`config.mk`:
```
export PLATFORM = sky130hd
export DESIGN_NAME = tick_period_meter_flat
export DESIGN_NICKNAME = d
export VERILOG_FILES = /design/src/rtl/tick_period_meter_if.sv /design/src/rtl/tick_period_meter.sv /design/src/flat_wrapper.sv
export SDC_FILE = /design/constraint.sdc
export NUM_CORES = 1
export LEC_CHECK = 0
export CAP_MARGIN = 10
export CORE_AREA = 4 4 110 112
export DETAILED_ROUTE_END_ITERATION = 7
export DIE_AREA = 0 0 114 116
export PLACE_DENSITY = 0.79
export SYNTH_ARGS = -nofsm -noshare
export SYNTH_HDL_FRONTEND = slang
export SYNTH_SLANG_ARGS = --single-unit
```
`constraint.sdc`:
```
create_clock -name clock -period 10.4 [get_ports clock]
set_clock_uncertainty 0.2 [all_clocks]
set_input_delay 2.08 -clock clock [delete_from_list [all_inputs] [get_ports clock]]
set_output_delay 2.08 -clock clock [all_outputs]
set_load 0.1 [all_outputs]
```
`src/rtl/tick_period_meter_if.sv`:
```
// Handshake and result bundle for tick_period_meter.
// master drives tick/start and reads results; slave is the meter itself.
interface tick_period_meter_if #(
    parameter int W = 29
);
    logic         tick;
    logic         start;
    logic         busy;
    logic         done;
    logic [W-1:0] period;
    logic [1:0]   freq_code;
    logic         match;
    logic         timeout;

    modport master (
        output tick, start,
        input  busy, done, period, freq_code, match, timeout
    );

    modport slave (
        input  tick, start,
        output busy, done, period, freq_code, match, timeout
    );
endinterface

```
`src/rtl/tick_period_meter.sv`:
```
// Measures the spacing, in clock cycles, between two consecutive tick-high samples
// and classifies it against three nominal periods.
module tick_period_meter #(
    parameter int W   = 29,
    parameter int P1  = 50000000,
    parameter int P2  = 100000000,
    parameter int P3  = 500000000,
    parameter int TOL = 16
) (
    input  logic              clock,
    input  logic              reset,
    tick_period_meter_if.slave bus
);
    localparam logic [1:0] IDLE  = 2'd0;
    localparam logic [1:0] WAIT1 = 2'd1;
    localparam logic [1:0] MEAS  = 2'd2;
    localparam logic [1:0] DONE  = 2'd3;

    localparam logic [W:0] P1_E  = (W+1)'(P1);
    localparam logic [W:0] P2_E  = (W+1)'(P2);
    localparam logic [W:0] P3_E  = (W+1)'(P3);
    localparam logic [W:0] TOL_E = (W+1)'(TOL);

    logic [1:0]   state;
    logic [W-1:0] counter;
    logic         sat;
    logic [W:0]   cnt_e;
    logic [1:0]   code_next;
    logic         hit;

    // Differences are taken one bit wider than the counter so they never wrap.
    function automatic logic [W:0] absdiff(input logic [W:0] a, input logic [W:0] b);
        return (a >= b) ? (a - b) : (b - a);
    endfunction

    assign sat   = (counter == '1);
    assign cnt_e = {1'b0, counter};

    always_comb begin
        code_next = 2'b00;
        hit       = 1'b1;
        if (counter == W'(1))
            code_next = 2'b00;
        else if (absdiff(cnt_e, P1_E) <= TOL_E)
            code_next = 2'b01;
        else if (absdiff(cnt_e, P2_E) <= TOL_E)
            code_next = 2'b10;
        else if (absdiff(cnt_e, P3_E) <= TOL_E)
            code_next = 2'b11;
        else
            hit = 1'b0;
    end

    assign bus.busy = (state != IDLE);
    assign bus.done = (state == DONE);

    always_ff @(posedge clock or posedge reset) begin
        if (reset) begin
            state         <= IDLE;
            counter       <= '0;
            bus.period    <= '0;
            bus.freq_code <= 2'b00;
            bus.match     <= 1'b0;
            bus.timeout   <= 1'b0;
        end else begin
            case (state)
                IDLE: begin
                    if (bus.start) begin
                        counter <= '0;
                        state   <= WAIT1;
                    end
                end
                WAIT1, MEAS: begin
                    if (bus.tick) begin
                        if (state == WAIT1) begin
                            counter <= W'(1);
                            state   <= MEAS;
                        end else begin
                            bus.period    <= counter;
                            bus.freq_code <= code_next;
                            bus.match     <= hit;
                            bus.timeout   <= 1'b0;
                            state         <= DONE;
                        end
                    end else if (sat) begin
                        // Saturated with no second tick: publish an aborted result.
                        bus.period    <= '1;
                        bus.freq_code <= 2'b00;
                        bus.match     <= 1'b0;
                        bus.timeout   <= 1'b1;
                        state         <= DONE;
                    end else begin
                        counter <= counter + W'(1);
                    end
                end
                DONE: state <= IDLE;
                default: state <= IDLE;
            endcase
        end
    end
endmodule

```
`src/flat_wrapper.sv`:
```
// flat-port wrapper written by rule: the top's interface ports become plain ports
module tick_period_meter_flat 
#(
    parameter int W   = 29,
    parameter int P1  = 50000000,
    parameter int P2  = 100000000,
    parameter int P3  = 500000000,
    parameter int TOL = 16
)
  (clock, reset, bus_tick, bus_start, bus_busy, bus_done, bus_period, bus_freq_code, bus_match, bus_timeout);
  tick_period_meter_if #(.W(W)) bus_i ();
  input  logic clock;
  input  logic reset;
  input wire logic [$bits(bus_i.tick)-1:0] bus_tick;
  input wire logic [$bits(bus_i.start)-1:0] bus_start;
  output wire logic [$bits(bus_i.busy)-1:0] bus_busy;
  output wire logic [$bits(bus_i.done)-1:0] bus_done;
  output wire logic [$bits(bus_i.period)-1:0] bus_period;
  output wire logic [$bits(bus_i.freq_code)-1:0] bus_freq_code;
  output wire logic [$bits(bus_i.match)-1:0] bus_match;
  output wire logic [$bits(bus_i.timeout)-1:0] bus_timeout;
  assign bus_i.tick = bus_tick;
  assign bus_i.start = bus_start;
  assign bus_busy = bus_i.busy;
  assign bus_done = bus_i.done;
  assign bus_period = bus_i.period;
  assign bus_freq_code = bus_i.freq_code;
  assign bus_match = bus_i.match;
  assign bus_timeout = bus_i.timeout;
  tick_period_meter #(.W(W), .P1(P1), .P2(P2), .P3(P3), .TOL(TOL)) u_core (.clock(clock), .reset(reset), .bus(bus_i));
endmodule
```
; Word-level counts from Yosys, hierarchy flattened
; Cells that the tools add are included.
[totals]
ff_bits = 64
inputBits = 4
out_inout_bits = 35
[classes]
add_sub_neg = 7
magnitude_cmp = 6
eq_ne = 10
mux = 33
reduce_logical = 8
[op_table]
columns = cell, n
row1 = $mux 29, 7
row2 = $le 30x5->1 const B, 3
row3 = $mux 30, 3
row4 = $pmux 29 s2, 1
row5 = $sub 26x29->30 const A, 1
row6 = $sub 27x29->30 const A, 1
row7 = $sub 29x26->30 const B, 1
row8 = $sub 29x27->30 const B, 1
row9 = $sub 29x29->30 const A, 1
row10 = $sub 29x29->30 const B, 1
row11 = $add 29x1->29 const B, 1
row12 = $eq 29x1->1 const B, 1
row13 = $eq 29x29->1 const B, 1
row14 = $ge 29x26->1 const B, 1
row15 = $ge 29x27->1 const B, 1
row16 = $ge 29x29->1 const B, 1
row17 = $mux 2, 10
row18 = $mux 1, 11
row19 = $ne 3x2->1 const B, 2
row20 = $pmux 2 s3, 1
row21 = $reduce_bool 2->1, 3
row22 = $eq 2x2->1 const B, 2
row23 = $ne 2x2->1 const B, 2
row24 = $reduce_and 4->1, 1
row25 = 6 further kinds, 6

; Logic depth before layout (Yosys ltp)
[logic_depth]
word_depth = 9
mapped_depth = 17
mapped_depth_nobuf = 12

; Worst setup path after synthesis
; OpenSTA, ideal clock, no wires.
[synth_path]
kind = input port to flip-flop
startpoint = input port bus_start
endpoint = register u_core.counter[25]
setup_time_ps = 132
t_arrival_ps = 3988
required_ps = 10068
setup_slack_ps = 6080
path_stages = 9
path_buffers = 0
path_cell_list = o22ai_1 a21o_1 a2111oi_0 and2_1 nand4_1 or2_2 nor2_1 xnor2_1 nor2_1
[synth_between]
elab_chain_len = 2
[synth_rtl]
columns = item, line_no
row1 = from (decl), flat_wrapper.sv:15  ; input wire logic [$bits(bus_i.start)-1:0] bus_start;
row2 = $ne 2x2->1 (no source line), --
row3 = $reduce_and 4->1 (no source line), --
row4 = to (signal assigned), tick_period_meter.sv:93  ; counter <= counter + W'(1);
row5 = to (decl), tick_period_meter.sv:25  ; logic [W-1:0] counter;
; Every way passes these cells.
; A chain may end at the register's enable or synchronous reset.

; Worst setup path in the final report
[layout_path]
startpoint = input port bus_tick
endpoint = register u_core.counter[27]
[layout_between]
elab_chain_len = 2
word_cells_on_any_way = 5
cone_classes = eq/ne (2) / mux (2) / reduce/logical (1)
[layout_rtl]
columns = item, line_no
row1 = from (decl), flat_wrapper.sv:14  ; input wire logic [$bits(bus_i.tick)-1:0] bus_tick;
row2 = "$ne 3x2->1 (no source line), or another cell as far along", --
row3 = $reduce_and 4->1 (no source line) / $pmux 29 s2 (equally long branches), --
; Parallel ways exist; a longest one is shown, timed or not.

==> results_dict.tcl <==
set metrics [dict create \
    worstPathRequired_ns 10.45 \
    cts.repair.resized 0 \
    nFillCells 958 \
    worstSetupStartpointType "input port" \
    rsz0062_at_grt "false" \
    vdd_drop_max_v 0.000435 \
    min_period_ns 5.11 \
    r2r-start "u_core.counter[8]$_DFFE_PP0P_" \
    routed_wl_mm 26.4 \
    io_pins 39 \
    finalHoldViolCount 0 \
    syn-num-nets 901 \
    gr-max-usage-layer "met2" \
    drtAntennaViolNets 0 \
    clock-sinks 64 \
    worst-r2r-cell-count 12 \
    timing.critical_path.buf_inv 2 \
    post_cts.repair.setup_buffers 0 \
    cts_hold_buffers 0 \
    max_cap_viol_count 0 \
    tns_ns 0 \
    drc 0 \
    powerDensity_mw_per_mm2 232 \
    yosys-top-cells-area "dfrtp_1 (24%), xnor2_1 (5.1%), o21ai_0 (5.0%)" \
    clockBufferDepth 2 \
    cp_slowest_cell "a2111oi_0" \
    die_area_mm2 0.0132 \
    whs_path_depth 1 \
    vias_per_cell 7.58 \
    start_util 0.583 \
    crit_chain "clkdlybuf4s50_1 -> inv_1 -> nor2_1 -> a21o_1 -> a2111oi_0 -> and2_1 -> nand4_1 -> nor3_1 -> nand4_1 -> xor2_1 -> nor2_1" \
    reg2reg_slack_ns 5.38 \
    drive_gt1_frac 0.0660 \
    met2_usage 0.647 \
    fin_crit_sh 0.492 \
    critPathMaxStageDelay_ns 0.65 \
    grt_pass1_vias 7480 \
    vias 7744 \
    grtUsageMet3 0.0836 \
    cp_top_family "simple AND/OR/NAND/NOR gates" \
    numPortBuffers 38 \
    drt_iter0_drc 1231 \
    yosysUniqueCellTypes 79 \
    grt.overflow.total 0 \
    clk_pin_slew_worst_paths_ns 0.06 \
    grt.total_usage 0.405 \
    slew_viol_final 0 \
    hold_path.class "register to register" \
    tritoncts "yes" \
    rows 39 \
    synth_top_area_cell "dfrtp_1" \
    status "finished, final reports clean" \
    crit_arrival_ns 5.16 \
    yosysMostFrequentCell "nor2_1" \
    cts_buffers 9 \
    p_leak_nw 2.73 \
    critical_path_class "input port to register" \
    synth_warnings 0 \
    syn2layout_area_growth_pct 10.4 \
    min_to "u_core.bus.period[27]$_DFFE_PP0P_" \
    die_h_um 116 \
    ys.flop_type "dfrtp_1" \
    r2r-end "u_core.bus.freq_code[1]$_DFFE_PP0P_" \
    grt_max_degree 65 \
    clock-root-buffer "clkbuf_16" \
    clock_latency_ns 0.33 \
    wire_per_inst_um 25.9 \
    grt_pass1_wl_mm 42.0 \
    gr-usage-met1 0.514 \
    setup_viol 0 \
    cp-end-kind "register" \
    hpwl_mm 18.0 \
    cp_max_fo 7 \
    postSynthCellCount 884 \
    synth_top_area_share 0.245 \
    maxSlewHeadroom 0.311 \
    netlist_top_cells_count "nor2_1 (78), nand2_1 (68), o21ai_0 (65)" \
    gp_congestion 1.10 \
    fmax_mhz 196 \
    antenna_found_initial 0 \
    tightest_slew_ns 1.02 \
    synthArstFlopShare 1.00 \
    syn_area_mm2 0.00654 \
    antenna_cells 0 \
    min_from "u_core.bus.period[27]$_DFFE_PP0P_" \
    htreeDepth 3 \
    first_pass_iters 6 \
    fin_nets 891 \
    power_mw 1.67 \
    synth_edf_count 0 \
    synth.ff_latch_count 64 \
    syn_avg_cell_area_um2 7.40 \
    ys_seq_area_frac 0.245 \
    die_w_um 114 \
    fin_util 0.643 \
    core_mm2 0.0112 \
]
-- layout by cell type (no fill, tap or decap), types with 7 or more instances in the layout --
master / netlist / routed
nand2_1: 68 / 68
clkdlybuf4s50_1: 0 / 38
o22a_1: 31 / 31
xnor2_1: 38 / 38
and2_1: 9 / 9
or4_1: 8 / 8
nand2b_1: 12 / 12
xor2_1: 7 / 7
nor2_1: 78 / 78
a21oi_1: 63 / 63
and3_1: 12 / 12
o22ai_1: 7 / 7
nand3_1: 31 / 31
ha_1: 13 / 13
inv_1: 28 / 27
nor3_1: 28 / 28
buf_4: 3 / 22
a31oi_1: 11 / 11
nor4_1: 16 / 16
o31ai_1: 7 / 7
dfrtp_1: 64 / 64
o211ai_1: 7 / 7
o21ai_0: 65 / 65
nand4_1: 25 / 25
clkbuf_16: 0 / 9
a21o_1: 10 / 10
or3_1: 17 / 17
o21a_1: 7 / 7
nor3b_1: 7 / 7
a211oi_1: 11 / 11
-- layout make-up --
cell class	count	area (um2)	area share
multi-input cells	708	4480	0.620
repair buffers	60	546	0.0756
flip-flops and latches	64	1600	0.222
well taps	143	179	0.0248
clock inverters	5	56.3	0.00780
clock buffers	11	243	0.0336
inverters	31	116	0.0161
-- metal layers --
metal  share of wire  wire, um
met1            0.37      9780
met2            0.44     11600
met3            0.13      3330
met4           0.065      1720
met5               0         0
-- sequential cells by signal, summed over array words and instances, names as in the netlist --
signal / cells
u_core.counter: 29
u_core.state: 2
u_core.bus.match: 1
u_core.bus.timeout: 1
u_core.bus.period: 29
u_core.bus.freq_code: 2
-- report_power, final --
| group | switching [mW] | leakage [nW] | internal (mW) |
|---|---|---|---|
| Clock | 0.111 | 0.145 | 0.192 |
| Combinational | 0.739 | 1.76 | 0.249 |
| Sequential | 0.0596 | 0.825 | 0.322 |
-- per-stage QoR --
step,hold WS (ns),instances,cell area (um2),worst slack (ns)
finish,0.296,1022,7220,5.29
global route,0.318,1022,7220,5.15
CTS,0.297,1022,7220,5.37
detailed placement,0.276,1006,6920,5.17
global placement,0.271,1006,6920,5.34
floorplan,0.286,884,6540,6.08
-- cell families after synthesis --
group	count (synthesis)	share of synthesized area
compound gates	288	0.299
simple gates	356	0.291
flops	64	0.245
fa+ha+maj	13	0.0249
xor+xnor	45	0.0602
buf+inv	112	0.0706
mux	6	0.00937
-- how the worst max path moves through the flow --
stage | to | cells after the start | from | slack [ns]
after floorplan | u_core.counter[25]$_DFFE_PP0P_ | 9 | bus_start | 6.08
after global placement | u_core.counter[25]$_DFFE_PP0P_ | 11 | bus_tick | 5.34
after detailed placement | u_core.counter[27]$_DFFE_PP0P_ | 11 | bus_tick | 5.17
after CTS | u_core.counter[27]$_DFFE_PP0P_ | 11 | bus_tick | 5.37
after global routing | u_core.bus.freq_code[1]$_DFFE_PP0P_ | 12 | u_core.counter[8]$_DFFE_PP0P_ | 5.15
final | u_core.counter[27]$_DFFE_PP0P_ | 11 | bus_tick | 5.29
Power figures use the tool's default switching activity.
==> edit 1, RTL diff (same settings) <==
Reset style: synchronous (`reset`), changed in one clocked block.
--- a/src/rtl/tick_period_meter.sv
+++ b/src/rtl/tick_period_meter.sv
@@ -56,3 +56,3 @@
 
-    always_ff @(posedge clock or posedge reset) begin
+    always_ff @(posedge clock) begin
         if (reset) begin
Function: differs if reset is asserted again (counterexample within 4 cycles, from zero or initial values and one cycle with reset high); with reset held inactive, the same outputs for 10 cycles.
==> edit 1 against the original RTL <==
Routed wire length down 17%; clock power down 5%; worst setup slack better by 0.081 ns; design area down 9.5%; synthesized area down 10%; power down 32%; sequential cell count unchanged; critical path type is now register to register.
==> edit 1: results <==
[hold_path]
min_path_type = "register to register"
hold_depth = 2
holdPathEnd = "u_core.bus.timeout$_SDFFE_PP0P_"
hold_start = "u_core.bus.timeout$_SDFFE_PP0P_"

[cells_and_area]
nFillCells = 1062
drive_gt1_share_pct = 10.3
nets = 806

[detailed_routing]
dr.first_iter.drc_count = 1064
routed_wl_um = 22000
via_count = 6764

[critical_path]
crit_start = "u_core.counter[8]$_SDFFE_PP0P_"
r2r_cells = 12
reg2reg_to = "u_core.bus.match$_SDFFE_PP0P_"
critPathKind = "register to register"
slowest_delay_ns = 0.77
path_delay_family = "compound AO/OA/AOI/OAI gates"
cp.arrival_ns = 5.09
critPathSlowestCell = "dfxtp_1"
worstPathMaxFanout = 18

[clock_network]
numCtsBuffers = 9
clock_path_buffers = 2
cts_setup_buffers = 0
cts_root_buffer = "clkbuf_16"
cts_resized = 0
htree_levels = 3
clk_latency_ns = 0.34

[global_route]
grt.overflow.total = 0
grt_pass1_vias = 6333
grt_first_pass_wirelength_um = 34400
grt_start_max_net_pins = 36
track_usage_pct = 33.0

[placed_design]
gp_congestion = 1.00
port_buffers = 38
hpwl_um = 15500
pre_cts_ws_ns = 5.37

[synthesis]
synthTopCellsByCount = "nor2_1, nand2_1, dfxtp_1, a21oi_1, clkbuf_1"
synthFlopType = "dfxtp_1"
netlist-cell-type-count = 88
ys_seq_area_share_pct = 21.8
synth-async-reset-ratio_pct = 0
synth_area_leaders = "dfxtp_1, xnor2_1, o221a_2"

[sta]
fin_crit_sh_pct = 48.4
maxSlewHeadroom_pct = 26.0

[outcome]
status = "finished clean"

[power_and_ir_drop]
p_leak_nw = 2.25
ir_worst_vdd_uv = 222
## edit 1: cell families (layout without fill, tap and decap cells)
logic type | count (synthesis) | in the layout | synth area share (%)
flip-flops | 64 | 64 | 21.8
buffers and inverters | 90 | 90 | 6.04
adder cells (fa/ha/maj) | 13 | 13 | 2.77
AND/OR/NAND/NOR | 311 | 311 | 28.0
AO/OA/AOI/OAI | 251 | 251 | 31.5
multiplexers | 6 | 6 | 1.02
XOR/XNOR | 59 | 59 | 8.81
## edit 1: power by group
group / switching [W] / internal [W]
Combinational: 0.000408 / 0.000134
Sequential: 0.0000260 / 0.000285
Clock: 0.000120 / 0.000168
Total: 0.000555 / 0.000588
## edit 1: worst min-delay path, cell delays in order (launching register included)
cell and delay [ns]:
dfxtp_1 0.31, nand2_1 0.05, a21oi_1 0.05
## edit 1: cell type report
cell class | instances | area [um2] | area share (%)
timing repair buffer | 50 | 470 | 7.20
tap | 143 | 179 | 2.74
inverter | 24 | 90.1 | 1.38
clock inverter | 6 | 43.8 | 0.670
sequential | 64 | 1280 | 19.6
clock buffer | 10 | 239 | 3.66
multi-input combinational | 640 | 4230 | 64.7
## edit 1: stage by stage
| stage | util (%) | instance area [um2] | hold WS (ns) | instances |
|---|---|---|---|---|
| after detailed placement | 55.7 | 6250 | 0.253 | 921 |
| after floorplan | - | 5870 | 0.309 | 794 |
| after global placement | 55.7 | 6250 | 0.247 | 921 |
| after CTS | 58.2 | 6530 | 0.261 | 937 |
| after global routing | 58.2 | 6530 | 0.285 | 937 |
| final | 58.2 | 6530 | 0.258 | 937 |
## edit 1: routing by layer
layer  track usage [%]  share of wire, %
met1              41.5                38
met4              17.3               6.3
met3              8.25                11
met2              52.4                44
met5                 0                 0
==> edit 2, RTL diff (same settings) <==
Without the edit above. `P3` is set to 500000000 in 2 places; all go to 250000000.
--- a/src/rtl/tick_period_meter.sv
+++ b/src/rtl/tick_period_meter.sv
@@ -6,3 +6,3 @@
     parameter int P2  = 100000000,
-    parameter int P3  = 500000000,
+    parameter int P3  = 250000000,
     parameter int TOL = 16
--- a/src/flat_wrapper.sv
+++ b/src/flat_wrapper.sv
@@ -6,3 +6,3 @@
     parameter int P2  = 100000000,
-    parameter int P3  = 500000000,
+    parameter int P3  = 250000000,
     parameter int TOL = 16
Check against the original RTL: same outputs for any inputs over 10 cycles, from zero or initial values and one cycle with reset high; that may be too few to reach the edited logic, so the function may still have changed.
==> edit 2 against the original RTL <==
Power is 9.5% lower; routed wire length is 1.7% lower; design area is 0.94% higher; die area unchanged; sequential cell count stayed put; synthesized area is 0.86% higher; worst setup slack worse by 0.0062 ns; global-route usage down 1.4 points; largest cell class unchanged.
==> edit 2: results <==
[synthesis]
ys_seq_area_share_pct = 24.3
netlist-cell-type-count = 91
synth-async-reset-ratio_pct = 100
synth_fp_nets = 894
synth_compound_area_share_pct = 27.3
synthXorXnorAreaFrac_pct = 7.83
syn_inst = 876
synthAdderAreaFrac_pct = 2.65
synthTopCellsByCount = "nor2_1, nand2_1, dfrtp_1, a21oi_1, o21ai_0"
synth_area_leaders = "dfrtp_1, xnor2_1, nor2_1"
synthMuxAreaShare_pct = 1.71
ys_warn_count = 0

[clock_network]
clock_path_buffers = 2
cts.clk_slew.worst_paths_ns = 0.05
cts_root_buffer = "clkbuf_16"
cts_setup_buffers = 0
cts_resized = 0
htree_levels = 3
clk_latency_ns = 0.33
numCtsBuffers = 9

[placed_design]
gp_congestion = 1.09
placed_area_um2 = 6910
hpwl_um = 18000
placed_cells = 994
port_buffers = 38

[global_route]
grt_start_max_net_pins = 65
grt_pass1_vias = 7207
antenna_found_initial = 0
track_usage_pct = 39.1
grt_first_pass_wirelength_um = 40500

[detailed_routing]
dr.first_iter.drc_count = 1292
viasPerCell = 7.50
drt_first_pass_iters = 7
routed_wl_um = 26000
wl_per_cell_um = 25.7

[hold_path]
min_path_type = "register to register"
hold_start = "u_core.bus.period[14]$_DFFE_PP0P_"
holdPathEnd = "u_core.bus.period[14]$_DFFE_PP0P_"
hold_depth = 2

[critical_path]
critPathSlowestCell = "nor3_1"
slowest_delay_ns = 0.94
reg2reg_to = "u_core.bus.freq_code[1]$_DFFE_PP0P_"
crit_start = "u_core.counter[21]$_DFFE_PP0P_"
cp.arrival_ns = 5.12
r2r_slack_ns = 5.28
crit_path_end_kind = "register"
r2r_cells = 10
worstPathMaxFanout = 15
path_delay_family = "simple AND/OR/NAND/NOR gates"

[cells_and_area]
drive_gt1_share_pct = 7.59
diodes = 0
reg.largest.list = "u_core.bus.period x29, u_core.counter x29"

[outcome]
status = "finished clean"

[power_and_ir_drop]
ir_worst_vdd_uv = 307
p_leak_nw = 2.71

[sta]
maxSlewHeadroom_pct = 29.7
-- edit 2: cell types whose count changed in the layout (fill, tap and decap cells not counted), moves of 6 or more --
| cell | delta |
|---|---|
| nand2b_1 | -8 |
| buf_4 | -8 |
| xnor2_1 | +11 |
| a32o_1 | +7 |
| o21ai_1 | +6 |
| nand3_1 | -6 |
| nor2_1 | +16 |
| o21ai_0 | -15 |
| or3_1 | -11 |
| o22a_1 | -29 |
| nor3_1 | +11 |
-- edit 2: through the flow --
step | setup slack, ns | power, W | hold slack, ns | utilization (%)
CTS | 5.45 | 0.00149 | 0.320 | 64.6
global route | 4.97 | 0.00158 | 0.355 | 64.9
floorplan | 6.05 | 0.000968 | 0.308 | -
finish | 5.28 | 0.00151 | 0.339 | 64.9
detailed placement | 5.34 | 0.00115 | 0.298 | 61.6
global placement | 5.48 | 0.00114 | 0.300 | 61.6
-- edit 2: area by class of cell --
class,count,area [um2]
Inverter,31,116
Tap cell,143,179
Clock inverter,4,76.3
Sequential cell,64,1600
Timing Repair Buffer,54,528
Fill cell,991,3940
Multi-Input combinational cell,704,4530
Clock buffer,12,256
-- edit 2: layer usage --
metal  track usage, %  vias up  wire, um
met5                0        -         0
met4             21.5        0      1690
met3             9.35      158      3470
met2             59.4      650     11100
met1             51.5     3549      9770
li1                 -     3228         -
-- edit 2: cells by family after synthesis --
family | after synthesis
flip-flops | 64
AND/OR/NAND/NOR | 362
AO/OA/AOI/OAI | 258
adder cells (fa/ha/maj) | 14
XOR/XNOR | 59
multiplexers | 11
buffers and inverters | 108
-- edit 2: power breakdown --
group / switching (W) / internal, W
Combinational: 0.000618 / 0.000205
Sequential: 0.0000459 / 0.000307
Clock: 0.000114 / 0.000223
